**src/rtl/ifetch_queue.sv**
```systemverilog
// Front-end fetch: owns the fetch PC, keeps one imem read outstanding at a time and
// buffers returned {pc, inst} pairs in a circular queue drained by decode.
module ifetch_queue #(
  parameter int unsigned DEPTH    = 8,
  parameter logic [31:0] RESET_PC = 32'h1ECE_B000
) (
  input  logic                   clk,
  input  logic                   rst,
  output logic [31:0]            ufp_addr,
  output logic [3:0]             ufp_rmask,
  input  logic [31:0]            ufp_rdata,
  input  logic                   ufp_resp,
  input  logic                   redirect,
  input  logic [31:0]            redirect_pc,
  input  logic                   dequeue,
  output logic                   is_empty,
  output logic                   is_full,
  output logic [63:0]            dequeue_rdata,
  output logic [$clog2(DEPTH):0] count
);

  localparam int unsigned PTR_W = $clog2(DEPTH);
  localparam int unsigned CNT_W = PTR_W + 1;
  localparam logic [CNT_W-1:0] FULL_CNT = CNT_W'(DEPTH);

  typedef enum logic [1:0] {IDLE, BUSY, DISCARD} state_e;

  state_e           state_q, state_d;
  logic [31:0]      pc_q, pc_d;
  logic [31:0]      reqAddr_q, reqAddr_d;
  logic [PTR_W-1:0] head_q, head_d, tail_q, tail_d;
  logic [CNT_W-1:0] count_q, count_d;
  logic [63:0]      entries_q [DEPTH];
  logic             doEnq, doDeq;

  // A redirect wins over any push or pop in the same cycle and empties the queue.
  always_comb begin
    doEnq   = (state_q == BUSY) && ufp_resp && !redirect;
    doDeq   = dequeue && (count_q != '0) && !redirect;
    head_d  = head_q;
    tail_d  = tail_q;
    count_d = count_q;
    if (redirect) begin
      head_d  = '0;
      tail_d  = '0;
      count_d = '0;
    end else begin
      if (doEnq) tail_d = tail_q + PTR_W'(1);
      if (doDeq) head_d = head_q + PTR_W'(1);
      if (doEnq && !doDeq) begin
        count_d = count_q + CNT_W'(1);
      end else if (!doEnq && doDeq) begin
        count_d = count_q - CNT_W'(1);
      end
    end
  end

  // reqAddr_q only loads when a request is issued, so a redirect during an
  // outstanding read moves pc_q without disturbing the address on the bus.
  always_comb begin
    state_d   = state_q;
    pc_d      = pc_q;
    reqAddr_d = reqAddr_q;
    case (state_q)
      IDLE: begin
        if (redirect) begin
          pc_d = redirect_pc;
        end else if (count_q < FULL_CNT) begin
          state_d   = BUSY;
          reqAddr_d = pc_q;
        end
      end
      BUSY: begin
        if (redirect) begin
          pc_d    = redirect_pc;
          state_d = ufp_resp ? IDLE : DISCARD;
        end else if (ufp_resp) begin
          pc_d = pc_q + 32'd4;
          if (count_d < FULL_CNT) begin
            state_d   = BUSY;
            reqAddr_d = pc_q + 32'd4;
          end else begin
            state_d = IDLE;
          end
        end
      end
      DISCARD: begin
        if (redirect) pc_d = redirect_pc;
        if (ufp_resp) state_d = IDLE;
      end
      default: state_d = IDLE;
    endcase
  end

  always_ff @(posedge clk) begin
    if (rst) begin
      state_q   <= IDLE;
      pc_q      <= RESET_PC;
      reqAddr_q <= RESET_PC;
      head_q    <= '0;
      tail_q    <= '0;
      count_q   <= '0;
    end else begin
      state_q   <= state_d;
      pc_q      <= pc_d;
      reqAddr_q <= reqAddr_d;
      head_q    <= head_d;
      tail_q    <= tail_d;
      count_q   <= count_d;
    end
  end

  always_ff @(posedge clk) begin
    if (!rst && doEnq) entries_q[tail_q] <= {pc_q, ufp_rdata};
  end

  assign ufp_rmask     = (state_q == IDLE) ? 4'h0 : 4'hF;
  assign ufp_addr      = (state_q == IDLE) ? pc_q : reqAddr_q;
  assign is_empty      = (count_q == '0);
  assign is_full       = (count_q == FULL_CNT);
  assign count         = count_q;
  assign dequeue_rdata = entries_q[head_q];

endmodule

```
**config.mk**
```make
export PLATFORM = sky130hd
export DESIGN_NAME = ifetch_queue
export DESIGN_NICKNAME = d
export VERILOG_FILES = /design/src/rtl/ifetch_queue.sv
export SDC_FILE = /design/constraint.sdc
export NUM_CORES = 1
export LEC_CHECK = 0
export CAP_MARGIN = 20
export CORE_MARGIN = 2
export CORE_UTILIZATION = 25
export DETAILED_ROUTE_END_ITERATION = 7
export GPL_TIMING_DRIVEN = 0
export RECOVER_POWER = 50
export REMOVE_ABC_BUFFERS = 1
export SLEW_MARGIN = 10
export SYNTH_ARGS = -nofsm -noshare
export SYNTH_HDL_FRONTEND = slang
export SYNTH_SLANG_ARGS = --single-unit
```
**constraint.sdc**
```tcl
create_clock -name clk -period 19.74 [get_ports clk]
set_clock_uncertainty 0.2 [all_clocks]
set_input_delay 3.948 -clock clk [delete_from_list [all_inputs] [get_ports clk]]
set_output_delay 3.948 -clock clk [all_outputs]
set_load 0.03 [all_outputs]
```
Word level (Yosys, flattened, before mapping)
Memories as Yosys holds them, arrays and structs flattened. A register that Yosys moved wholly into a read port is not among the register bits.
Index checks and enable logic that the tools add are counted.
{"block": "classes", "n_lt_le_gt_ge": 2, "muxes": 27, "n_addsub": 5, "n_reduce_logical": 21, "eq_ne": 11}
{"cell": "32-bit 2-to-1 mux", "count": 9}
{"cell": "32-bit case mux with 2 select lines", "count": 2}
{"cell": "32-bit by 3-bit adder with 32-bit output, second input constant", "count": 1}
{"cell": "4-bit 2-to-1 mux", "count": 4}
{"cell": "2-bit 2-to-1 mux", "count": 6}
{"cell": "2-bit inequality test, second input constant", "count": 5}
{"cell": "4-bit less-than comparator, second input constant", "count": 2}
{"cell": "1-bit logical AND", "count": 7}
{"cell": "3-bit by 1-bit adder with 3-bit output, second input constant", "count": 2}
{"cell": "3-bit 2-to-1 mux", "count": 2}
{"cell": "2-bit case mux with 3 select lines", "count": 1}
{"cell": "6-bit AND reduction", "count": 1}
{"cell": "4-bit by 1-bit adder with 4-bit output, second input constant", "count": 1}
{"cell": "4-bit == test, second input constant", "count": 1}
{"cell": "1-bit zero test", "count": 4}
{"cell": "4-bit zero test", "count": 1}
{"cell": "2-bit by 1-bit inequality test with 1-bit output, second input constant", "count": 2}
{"cell": "4-bit AND reduction", "count": 1}
{"cell": "2-bit nonzero test", "count": 2}
{"cell": "4-bit nonzero test", "count": 1}
{"cell": "2-bit OR reduction", "count": 2}
{"cell": "4-bit by 1-bit subtractor with 4-bit output, second input constant", "count": 1}
{"cell": "1-bit 2-to-1 mux", "count": 3}
{"cell": "3-bit inequality test, second input constant", "count": 1}
{"cell": "4 further kinds", "count": 4}
{"block": "word_totals", "mem_bits_rw": 512, "memories": 1, "reg_bits": 76, "wordCells": 73, "in_bits": 69}
{"memory": "entries_q", "depth": 8, "width": 64, "rd": 1, "rd_ports_with_merged_regs": 1, "write_ports": 1, "line": "33", "text": "logic [63:0] entries_q [DEPTH];"}

Longest topological paths before layout
Gate-level depths: netlist of the first run.
{"block": "logic_depth", "word_depth": 13, "depth_mapped": 12, "depth_no_buf": 11}

Least setup slack after synthesis of the first run
Ideal clock, no wire load.
{"block": "synth_timing", "path_kind": "input to register", "from": "input port redirect", "to": "memory entries_q[6][0] (enable)", "t_arrival_ps": 11293, "path_buffers": 1, "setup_time_ps": 666, "path_stages": 4, "path_slack_ps": 7581, "cell_sequence": "clkbuf_1 nor3b_2 nand2_1 nor4b_1"}
{"block": "synth_via", "elab_chain_cells": 5}
{"item": "start, declared", "line": "13", "text": "input logic redirect,"}
{"item": "1-bit zero test", "line": "38", "text": "doEnq = (state_q == BUSY) && ufp_resp && !redirect;"}
{"item": "1-bit logical AND", "line": "38"}
{"item": "1-bit logical AND", "line": "114", "text": "if (!rst && doEnq) entries_q[tail_q] <= {pc_q, ufp_rdata};"}
{"item": "1-bit 2-to-1 mux", "line": "114"}
{"item": "1-bit 2-to-1 mux (implied by the code)", "line": "114"}
{"item": "end, declared", "line": "33"}
No other way between the ends.

Final worst setup path of the first run
{"block": "layout_timing", "from": "input port redirect", "to": "memory entries_q[4][6] (enable)"}
The elaborated chain is that of the path after synthesis.

==> results.md, run 1 <==
* Final setup viols at 0
* Final Cycle Share at 46.00%
* WP data required at 19.86 ns
* Post-synthesis sequential area ratio at approximately 70%
* Layout filler cell count at about 9,100
* Pwr dens at about 90 nW/µm²
* Dominant cell type by area after synthesis: edfxtp_1
* Peak fanout along the critical path at 19
* Drt pass-1 iters at 5
* Final worst slack at about 11 ns
* Final HPWL DP at 42.58 mm
* Starting DRT DRC Count at 1,136
* Vias per Instance at 4.653
* Port Buffers at 174
* Commonest cells after routing, fill and taps aside: edfxtp_1, clkdlybuf4s50_1, mux4_2
* Peak Freq at 0.1101 GHz
* Root Buffer Master: clkbuf_16
* CP Class: in -> reg
* Synth warn at 0
* Setup TNS at 0 ns
* Io pins at 175
* Post_cts resized at 0
* CTS clock-pin slew for the worst setup and hold paths at ~0.060 ns
* ANT cells at 0
* CP max-delay cell: clkbuf_1
* CP startpoint kind: primary input
* Wl on met1 at 27.57 mm
* Slew Limit Headroom at -15.95%
* Largest net degree at the start of global routing at 51
* RSZ-0062 raised after global routing: no
* Post-Synthesis Cells at about 1,400
* Final Hold Fails at 0
* Routed length per instance at 21.42 µm
* Hold Crit Class: reg -> reg
* Sequential standard cell area at 16,970 µm²
* Routed wl met3 at 3.851 mm
* Area contributors post-synth: edfxtp_1, mux4_2, dfxtp_1, mux2_2, a21oi_1
* CTS max path bufs at 3
* Max incr delay on CP at around 1.3 ns
* Dominant synthesized flop cell: edfxtp_1
* First-pass GRT wire length at a little over 90 mm
* Status: complete, but fails checks
* Minimum clock period at 9.080 ns
* Initial antenna violation count at 1
* Number of synthesized flops with an enable pin at 512
* Met2 Wirelength at 29.39 mm
* Gr usage total at 12.50%
* WP data arrival at about 9.2 ns
* Die Ht at 314.3 µm
* Worst IR Drop VDD at 58.74 µV
* Mapped Area at 24,070 µm²
* Start point of the critical path: redirect
* Wirelength, routed at 62.46 mm
* Die area at between 90,000 and 100,000 µm²
* Post-synthesis async set-or-reset flop share at 0%
* Post-CTS Setup Bufs at 0
* Starting Density at 25.30%
* Critical Path, Cell by Cell: dlygate4sd3_1, nor3b_1, nand2_1, nor2_1, clkbuf_1, clkbuf_1, buf_12, buf_16
* Core Box Area at approximately 95,000 µm²
* Nets at 1,679
* DRC violations left at 0
* Critical Path Most Common Cell: clkbuf_1
* Clock sinks at 591
* Clock Latency Late Sink at 0.63 ns
* Layout cells sized above 1 at between 20% and 30%
* Endpoint class of the critical path: flip-flop
* R2R Path Start: state_q[0]
* Max Slew Vio Count at approximately 50
* CTS tree: done
* RD Place Congestion at 0.8114
* Post-route ant nets at 0
* Multi-input logic area at approximately 6700 µm²
* Std-Cell Rows at approximately 110
* Hold slack at 0.3118 ns
* Post-synth top area share at 63.88%
* Number of global-route vias before repair at approximately 14,000
* Number of max-cap violations at 3
* Top Metal Used: met4
* GRT overflow at 0
* Vias at 13,570
* Leading cell type in the layout, fill and taps excluded: edfxtp_1
* Area Overhead vs Synth at 25.68%
* H-tree levels at 3
* Hold buffer count at cts at 0
* Avg Inst Size Synth at 17.66 µm²
* Leakage power at 0.009482 µW
* Worst Tran Pin Value at 1.739 ns
* #FFs+latches synth at just under 600
* CTS Buf Count at 68
* Pre-CTS WS at 11.20 ns
* Failing checks: max-capacitance violations, max-slew violations
* Die width at 314.3 µm
* Synth cell types at 67
* Beginning of the worst hold path: reqAddr_q[1]
[cells in the mapped netlist, drive strengths merged (9+ instances only)]
| master | count |
|---|---|
| clkbuf | 56 |
| buf | 38 |
| nand2 | 57 |
| a22oi | 9 |
| a21oi | 53 |
| mux4 | 128 |
| inv | 14 |
| mux2 | 90 |
| o31ai | 16 |
| nor4 | 24 |
| edfxtp | 512 |
| o21ai | 40 |
| nand4 | 9 |
| nor3 | 20 |
| nor2 | 56 |
| a211oi | 14 |
| nand3 | 19 |
| xnor2 | 24 |
| dfxtp | 79 |
[flip-flops by register name, indices dropped and copies added, names as in the netlist, named ones only]
name / count
count: 4
tail_q: 3
pc_q: 32
state_q: 2
entries_q: 512
reqAddr_q: 32
head_q: 3
[layout make-up]
class | count | share of cell area (%)
Sequential cell | 591 | 56.09
Multi-Input combinational cell | 663 | 22.09
Timing Repair Buffer | 263 | 9.046
Clock buffer | 78 | 5.749
Tap cell | 1265 | 5.232
Clock inverter | 41 | 1.609
Inverter | 15 | 0.1861
[routing by layer]
metal | GRT usage [%] | vias to the layer above
met2 | 19.73 | 476
met3 | 2.602 | 87
met4 | 4.469 | 0
met1 | 17.02 | 7038
li1 | - | 5967
met5 | 0 | -
[worst paths after layout]
kind / to / slack (ns) / cells past startpoint
setup reg to reg: entries_q[4][6] / 13.89 / 8
setup / recovery: entries_q[4][6] / 10.66 / 8
hold reg to reg: reqAddr_q[1] / 0.31 / 2
hold / removal: reqAddr_q[1] / 0.31 / 2
[metrics by stage]
| stage | power [µW] | std cells | utilization (%) | area, µm² |
|---|---|---|---|---|
| after floorplan | 1471 | 1269 | - | 23650 |
| after global placement | 1537 | 2708 | 28.34 | 26970 |
| after detailed placement | 1544 | 2796 | 29.53 | 28100 |
| after CTS | 2813 | 2915 | 31.87 | 30320 |
| after global routing | 2867 | 2916 | 31.79 | 30250 |
| final | 2771 | 2916 | 31.79 | 30250 |
[where the power goes]
| part | internal, µW | total, µW | switching (µW) |
|---|---|---|---|
| sequential | 1370 | 1390 | 23.9 |
| combinational | 51.1 | 124 | 72.7 |
| clock | 726 | 1250 | 529 |
[critical path, delay by kind of cell]
family | cells | cell delay (ns)
AND/OR/NAND/NOR | 3 | 1.43
buffers and inverters | 5 | 3.74
[kinds of logic after synthesis]
logic type | Yosys count | share of synthesized area, %
buf+inv | 109 | 1.991
fa+ha+maj | 8 | 0.4159
xor+xnor | 32 | 1.164
flops | 591 | 70.45
mux | 221 | 16.31
compound gates | 178 | 4.725
simple gates | 224 | 4.944
(Power assumes the default switching activity.)
==> run 2: changes to the inputs <==
==> constraint.sdc (replaced) <==
create_clock -name clk -period 7.3 [get_ports clk]
set_clock_uncertainty 0.2 [all_clocks]
set_input_delay 1.46 -clock clk [delete_from_list [all_inputs] [get_ports clk]]
set_output_delay 1.46 -clock clk [all_outputs]
set_load 0.03 [all_outputs]
==> run 2 against run 1 <==
The run still ends with max-capacitance violations, max-slew violations left. Global-route usage is the same. Critical path type unchanged. Non-clock buffer count is the same. Setup slack lost 8.9 ns. Sequential power grew to 2.7 times the previous value. Largest cell class unchanged. Sequential share of layout area is essentially flat. Sequential cell count is the same. Cell area is essentially flat.
==> results.md, run 2 (synthesized netlist as in run 1, its figures left out) <==
* Final Cycle Share at 76.14%
* Wirelength, routed at 62.44 mm (about the same)
* Initial antenna violation count at 1 (unchanged)
* Number of global-route vias before repair at 13,910 (unchanged)
* Leakage power at 0.009488 µW (about the same)
* Std-Cell Rows at 113 (unchanged)
* Die Ht at 314.3 µm (unchanged)
* Max Slew Vio Count at 32 (-37%)
* Port Buffers at 174 (unchanged)
* Root Buffer Master: clkbuf_16
* Post-route ant nets at 0 (unchanged)
* Clock Latency Late Sink at 0.63 ns (about the same)
* RD Place Congestion at 0.8114 (unchanged)
* Biggest regs: entries_q x512, pc_q x32, reqAddr_q x32
* Drt pass-1 iters at 6 (+1)
* Clock sinks at 591 (unchanged)
* ANT cells at 0 (unchanged)
* Failing checks: max-capacitance violations, max-slew violations
* Nets at 1,679 (unchanged)
* WP data required at 7.42 ns (-12.44 ns)
* Beginning of the worst hold path: reqAddr_q[12]
* Vias per Instance at 4.643 (-0.21%)
* H-tree levels at 3 (unchanged)
* Endpoint class of the critical path: flip-flop
* Worst IR Drop VDD at 159.0 µV (+170%)
* Sequential standard cell area at 16,970 µm² (unchanged)
* Max reg flops at 512 (unchanged)
* Commonest cells after routing, fill and taps aside: edfxtp_1, clkdlybuf4s50_1, mux4_2
* Placed cells at 2,796 (unchanged)
* Starting Density at 25.30% (unchanged)
* Routed length per instance at 21.41 µm (about the same)
* Die area at 98,780 µm² (unchanged)
* CTS max path bufs at 3 (unchanged)
* Worst Tran Pin Value at 1.659 ns (-0.07998 ns)
* R2R Setup Slk at 2.48 ns (-11.41 ns)
* Layout cells sized above 1 at 26.11% (+0.061 points)
* CTS clock-pin slew for the worst setup and hold paths at 0.06 ns (about the same)
* Worst r2r dst: entries_q[1][29]
* Slew Limit Headroom at -10.62% (+5.3 points)
* Largest net degree at the start of global routing at 51 (unchanged)
* Layout filler cell count at 9,107 (-0.033%)
* CTS Buf Count at 68 (unchanged)
* Vias at 13,540 (-0.21%)
* Final Hold Fails at 0 (unchanged)
* Leading cell type in the layout, fill and taps excluded: edfxtp_1
* Status: complete, but fails checks
* CP Class: in -> reg
* Post_cts resized at 0 (unchanged)
* Multi-input logic area at 6681 µm² (unchanged)
* Hold Path Sink: reqAddr_q[12]
* Gr usage total at 12.50% (unchanged)
* GRT overflow at 0 (unchanged)
* Number of max-cap violations at 2 (-1)
* Hold slack at 0.3185 ns (+0.006730 ns)
* Final HPWL DP at 42.58 mm (unchanged)
* WP data arrival at 5.68 ns (-3.52 ns)
* DRC violations left at 0 (unchanged)
* Io pins at 175 (unchanged)
* Peak fanout along the critical path at 16 (-3)
* CTS tree: done
* Final setup viols at 0 (unchanged)
* CP startpoint kind: primary input
* Post-CTS Setup Bufs at 0 (unchanged)
* Starting DRT DRC Count at 1,143 (+0.62%)
* Area Overhead vs Synth at 25.75% (about the same)
* Hold Crit Class: reg -> reg
* Peak Freq at between 0.15 and 0.2 GHz
* Core Box Area at 95,150 µm² (unchanged)
* Register with the most flip-flops: entries_q
* Worst Hold Path Cells at 2 (unchanged)
* RSZ-0062 raised after global routing: no
* R2R cell count at 10 (+2)
* Final Non-Filler Cells at 2,916 (unchanged)
* Minimum clock period at 5.559 ns
* Die width at 314.3 µm (unchanged)
* Pwr dens at 247.5 nW/µm² (+170%)
* First-pass GRT wire length at 91.85 mm (unchanged)
* Hold buffer count at cts at 0 (unchanged)
* R2R Path Start: state_q[0]
-- run 2: cell types whose count changed in the layout (fill, tap and decap cells not counted) --
cell / before / now
clkbuf_1: 15 / 14
buf_12: 6 / 7
-- run 2: layout make-up --
| class | count | area share (%) |
|---|---|---|
| clock buffer | 78 | 5.746 |
| tap | 1265 | 5.229 |
| inverter | 15 | 0.1860 |
| timing repair buffer | 263 | 9.095 |
| multi-input combinational | 663 | 22.08 |
| sequential | 591 | 56.06 |
| clock inverter | 41 | 1.608 |
-- run 2: metal layers --
metal  track usage, %  vias to the layer above  share of wire [%]
li1                 -                     5967                  -
met1            17.02                     7020                 44
met2            19.73                      464                 47
met3            2.602                       88                6.3
met4            4.469                        0                2.6
met5                0                        -                  0
-- run 2: critical path, cell delays in order --
cell and delay (ns):
dlygate4sd3_1 0.79, nor3b_1 0.90, nand2_1 0.26, nor4_1 0.97, buf_4 0.32, buf_2 0.23, buf_4 0.19, buf_4 0.17
buf_4 0.19, buf_4 0.18
-- run 2: power by group --
part | total [µW] | switching, µW | internal (µW)
registers | 3770 | 64.7 | 3700
logic | 335 | 196 | 138
clock network | 3390 | 1430 | 1960
-- run 2: worst max-delay path by stage --
stage,startpoint,end,cells after the start
floorplan,ufp_resp,entries_q[6][0],3
global placement,rst,entries_q[5][6],2
detailed placement,redirect,entries_q[5][11],10
CTS,redirect,entries_q[5][0],10
global route,redirect,entries_q[5][0],10
finish,redirect,entries_q[1][29],10
-- run 2: through the flow --
step                      TNS (ns)  util (%)  worst slack (ns)  power [µW]  cell area [µm²]
after floorplan            -538.48         -            -2.212        3979            23650
after global placement    -4792.14     28.34            -13.01        4157            26970
after detailed placement         0     29.53             1.246        4174            28100
after CTS                        0     31.87             1.922        7608            30320
after global routing             0     31.81             1.402        7752            30270
final                            0     31.81             1.741        7491            30270
==> run 3: changes to the inputs <==
==> constraint.sdc (replaced) <==
create_clock -name clk -period 5.2 [get_ports clk]
set_clock_uncertainty 0.2 [all_clocks]
set_input_delay 1.04 -clock clk [delete_from_list [all_inputs] [get_ports clk]]
set_output_delay 1.04 -clock clk [all_outputs]
set_load 0.03 [all_outputs]
==> run 3 against run 2 <==
Sequential cell count stayed put. Hold slack worse by 0.011 ns. Combinational power is 39% higher. The flow still finishes with violations (max-capacitance violations, max-slew violations). Clock power is 40% higher. Via count is 0.35% lower. Largest cell class unchanged. Power is 40% higher. Sequential share of layout area is 0.063 points higher. Critical path type unchanged. Wire length is 0.39% lower. Cell area is 0.11% lower. Sequential power is 40% higher. Critical path depth stayed put. Die area stayed put.
==> results.md, run 3 (synthesized netlist as in run 1, its figures left out) <==
* Worst IR Drop VDD at 223.1 µV (+40%)
* Hold Crit Class: reg -> reg
* Wirelength, routed at 62.20 mm (-0.39%)
* Biggest regs: entries_q x512, pc_q x32, reqAddr_q x32
* Beginning of the worst hold path: reqAddr_q[1]
* Endpoint class of the critical path: flip-flop
* Critical Path Most Common Cell: buf_4
* Status: complete, but fails checks
* Hold Path Sink: reqAddr_q[1]
* Starting DRT DRC Count at 1,138 (-0.44%)
* Vias per Instance at 4.627 (-0.35%)
* Peak Freq at approximately 0.21 GHz
* ANT cells at 0 (unchanged)
* Worst Tran Pin Value at 1.666 ns (+0.007157 ns)
* RSZ-0062 raised after global routing: no
* Post-route ant nets at 0 (unchanged)
* Initial antenna violation count at 1 (unchanged)
* Worst Hold Path Cells at 2 (unchanged)
* Io pins at 175 (unchanged)
* Hold slack at 0.3074 ns (-0.01112 ns)
* First-pass GRT wire length at 91.85 mm (unchanged)
* R2R Setup Slk at 0.70 ns (-1.78 ns)
* Final Power at 10,510 µW (+40%)
* Starting Density at 25.30% (unchanged)
* Drt pass-1 iters at 5 (-1)
* Leakage power at 0.009471 µW (-0.18%)
* Number of max-cap violations at 1 (-1)
* Layout cells sized above 1 at 26.11% (unchanged)
* CTS Buf Count at 68 (unchanged)
* Final Cycle Share at 92.30%
* H-tree levels at 3 (unchanged)
* CTS tree: done
* Max incr delay on CP at 0.96 ns (about the same)
* Commonest cells after routing, fill and taps aside: edfxtp_1, clkdlybuf4s50_1, mux4_2
* CTS clock-pin slew for the worst setup and hold paths at 0.06 ns (about the same)
* Register with the most flip-flops: entries_q
* Routed length per instance at 21.33 µm (-0.39%)
* R2R Path Start: state_q[0]
* Area Overhead vs Synth at 25.61%
* CP startpoint kind: primary input
* DRC violations left at 0 (unchanged)
* Peak fanout along the critical path at 16 (unchanged)
* Number of global-route vias before repair at 13,910 (unchanged)
* WP data required at 5.32 ns (-2.10 ns)
* Final setup viols at 0 (unchanged)
* Final worst slack at 0.4005 ns (-1.341 ns)
* RD Place Congestion at 0.8114 (unchanged)
* R2R cell count at 10 (unchanged)
* Worst r2r dst: entries_q[1][29]
* Clock sinks at 591 (unchanged)
* CP max-delay cell: nor4_1
* Std-Cell Rows at 113 (unchanged)
* Nets at 1,679 (unchanged)
* Root Buffer Master: clkbuf_16
* Core Box Area at 95,150 µm² (unchanged)
* Max reg flops at 512 (unchanged)
* Max Slew Vio Count at 19 (-41%)
* Clock Latency Late Sink at 0.63 ns (about the same)
* Largest net degree at the start of global routing at 51 (unchanged)
* Final HPWL DP at 42.58 mm (unchanged)
* CTS max path bufs at 3 (unchanged)
* Post-CTS Setup Bufs at 0 (unchanged)
* Minimum clock period at 4.800 ns
* Post_cts resized at 0 (unchanged)
* Pwr dens at 347.7 nW/µm² (+40%)
* CP Buf/Inv Count at 7 (unchanged)
* Pre-CTS WS at -0.4339 ns (-1.680 ns)
* Critical Path, Cell by Cell: dlygate4sd3_1, nor3b_2, nand2_1, nor4_1, buf_4, buf_2, buf_4, buf_4, buf_4, buf_4
* CP Class: in -> reg
* Die Ht at 314.3 µm (unchanged)
* Slew Limit Headroom at -11.10% (-0.48 points)
* Die area at 98,780 µm² (unchanged)
* Final Hold Fails at 0 (unchanged)
* Gr usage total at 12.50% (unchanged)
* WP data arrival at 4.92 ns (-0.76 ns)
* Port Buffers at 174 (unchanged)
* Leading cell type in the layout, fill and taps excluded: edfxtp_1
* Vias at 13,490 (-0.35%)
* Die width at 314.3 µm (unchanged)
* Failing checks: max-capacitance violations, max-slew violations
* Cell family with most CP delay: buffers and inverters
* GRT overflow at 0 (unchanged)
* Hold buffer count at cts at 0 (unchanged)
-- run 3: cell count changes in the layout (fill, tap and decap cells not counted), sizes merged --
cell | previous run | this run
buf | 86 | 85
clkbuf | 82 | 83
-- run 3: per-stage QoR --
step | instance area (µm²) | instances | TNS [ns] | util (%)
6_report | 30230 | 2916 | 0 | 31.77
5_1_grt | 30230 | 2916 | 0 | 31.77
4_1_cts | 30320 | 2915 | 0 | 31.87
3_5_place_dp | 28100 | 2796 | -6.148 | 29.53
3_3_place_gp | 26970 | 2708 | -5767.27 | 28.34
2_1_floorplan | 23650 | 1269 | -1275.34 | -
-- run 3: layer usage --
metal	global-route usage (%)	up-vias	wire length [µm]
met4	4.469	0	1589
met2	19.73	464	29310
met5	0	-	0
li1	-	5968	-
met3	2.602	78	3832
met1	17.02	6982	27470
-- run 3: where the power goes --
group	switching (µW)	internal (µW)
Sequential	90.1	5200
Combinational	274	191
Clock	2010	2750
Total	2370	8140
-- run 3: layout make-up --
cell class / instances / area [µm²]
clock buffers: 78 / 1739
clock inverters: 41 / 486.7
fillers: 9110 / 64920
inverters: 15 / 56.30
multi-input cells: 663 / 6684
flip-flops and latches: 591 / 16970
well taps: 1265 / 1583
repair buffers: 263 / 2716
-- run 3: worst max path at each step --
| stage | start | endpoint | slack [ns] | depth (start not counted) |
|---|---|---|---|---|
| floorplan | ufp_resp | entries_q[6][0] | -3.89 | 3 |
| global placement | rst | entries_q[5][6] | -14.69 | 2 |
| detailed placement | redirect | entries_q[5][11] | -0.43 | 10 |
| CTS | redirect | entries_q[5][0] | 0.24 | 10 |
| global route | redirect | entries_q[5][0] | 0.15 | 10 |
| finish | redirect | entries_q[1][29] | 0.40 | 10 |
-- run 3: worst reg2reg max path, stage by stage (launching register included) --
cell,delay [ns]
dfxtp_1,0.61
nand2b_4,0.31
nor3b_2,0.60
nand2_1,0.22
nor4_1,0.96
buf_4,0.32
buf_2,0.24
buf_4,0.20
buf_4,0.17
buf_4,0.19
buf_4,0.19
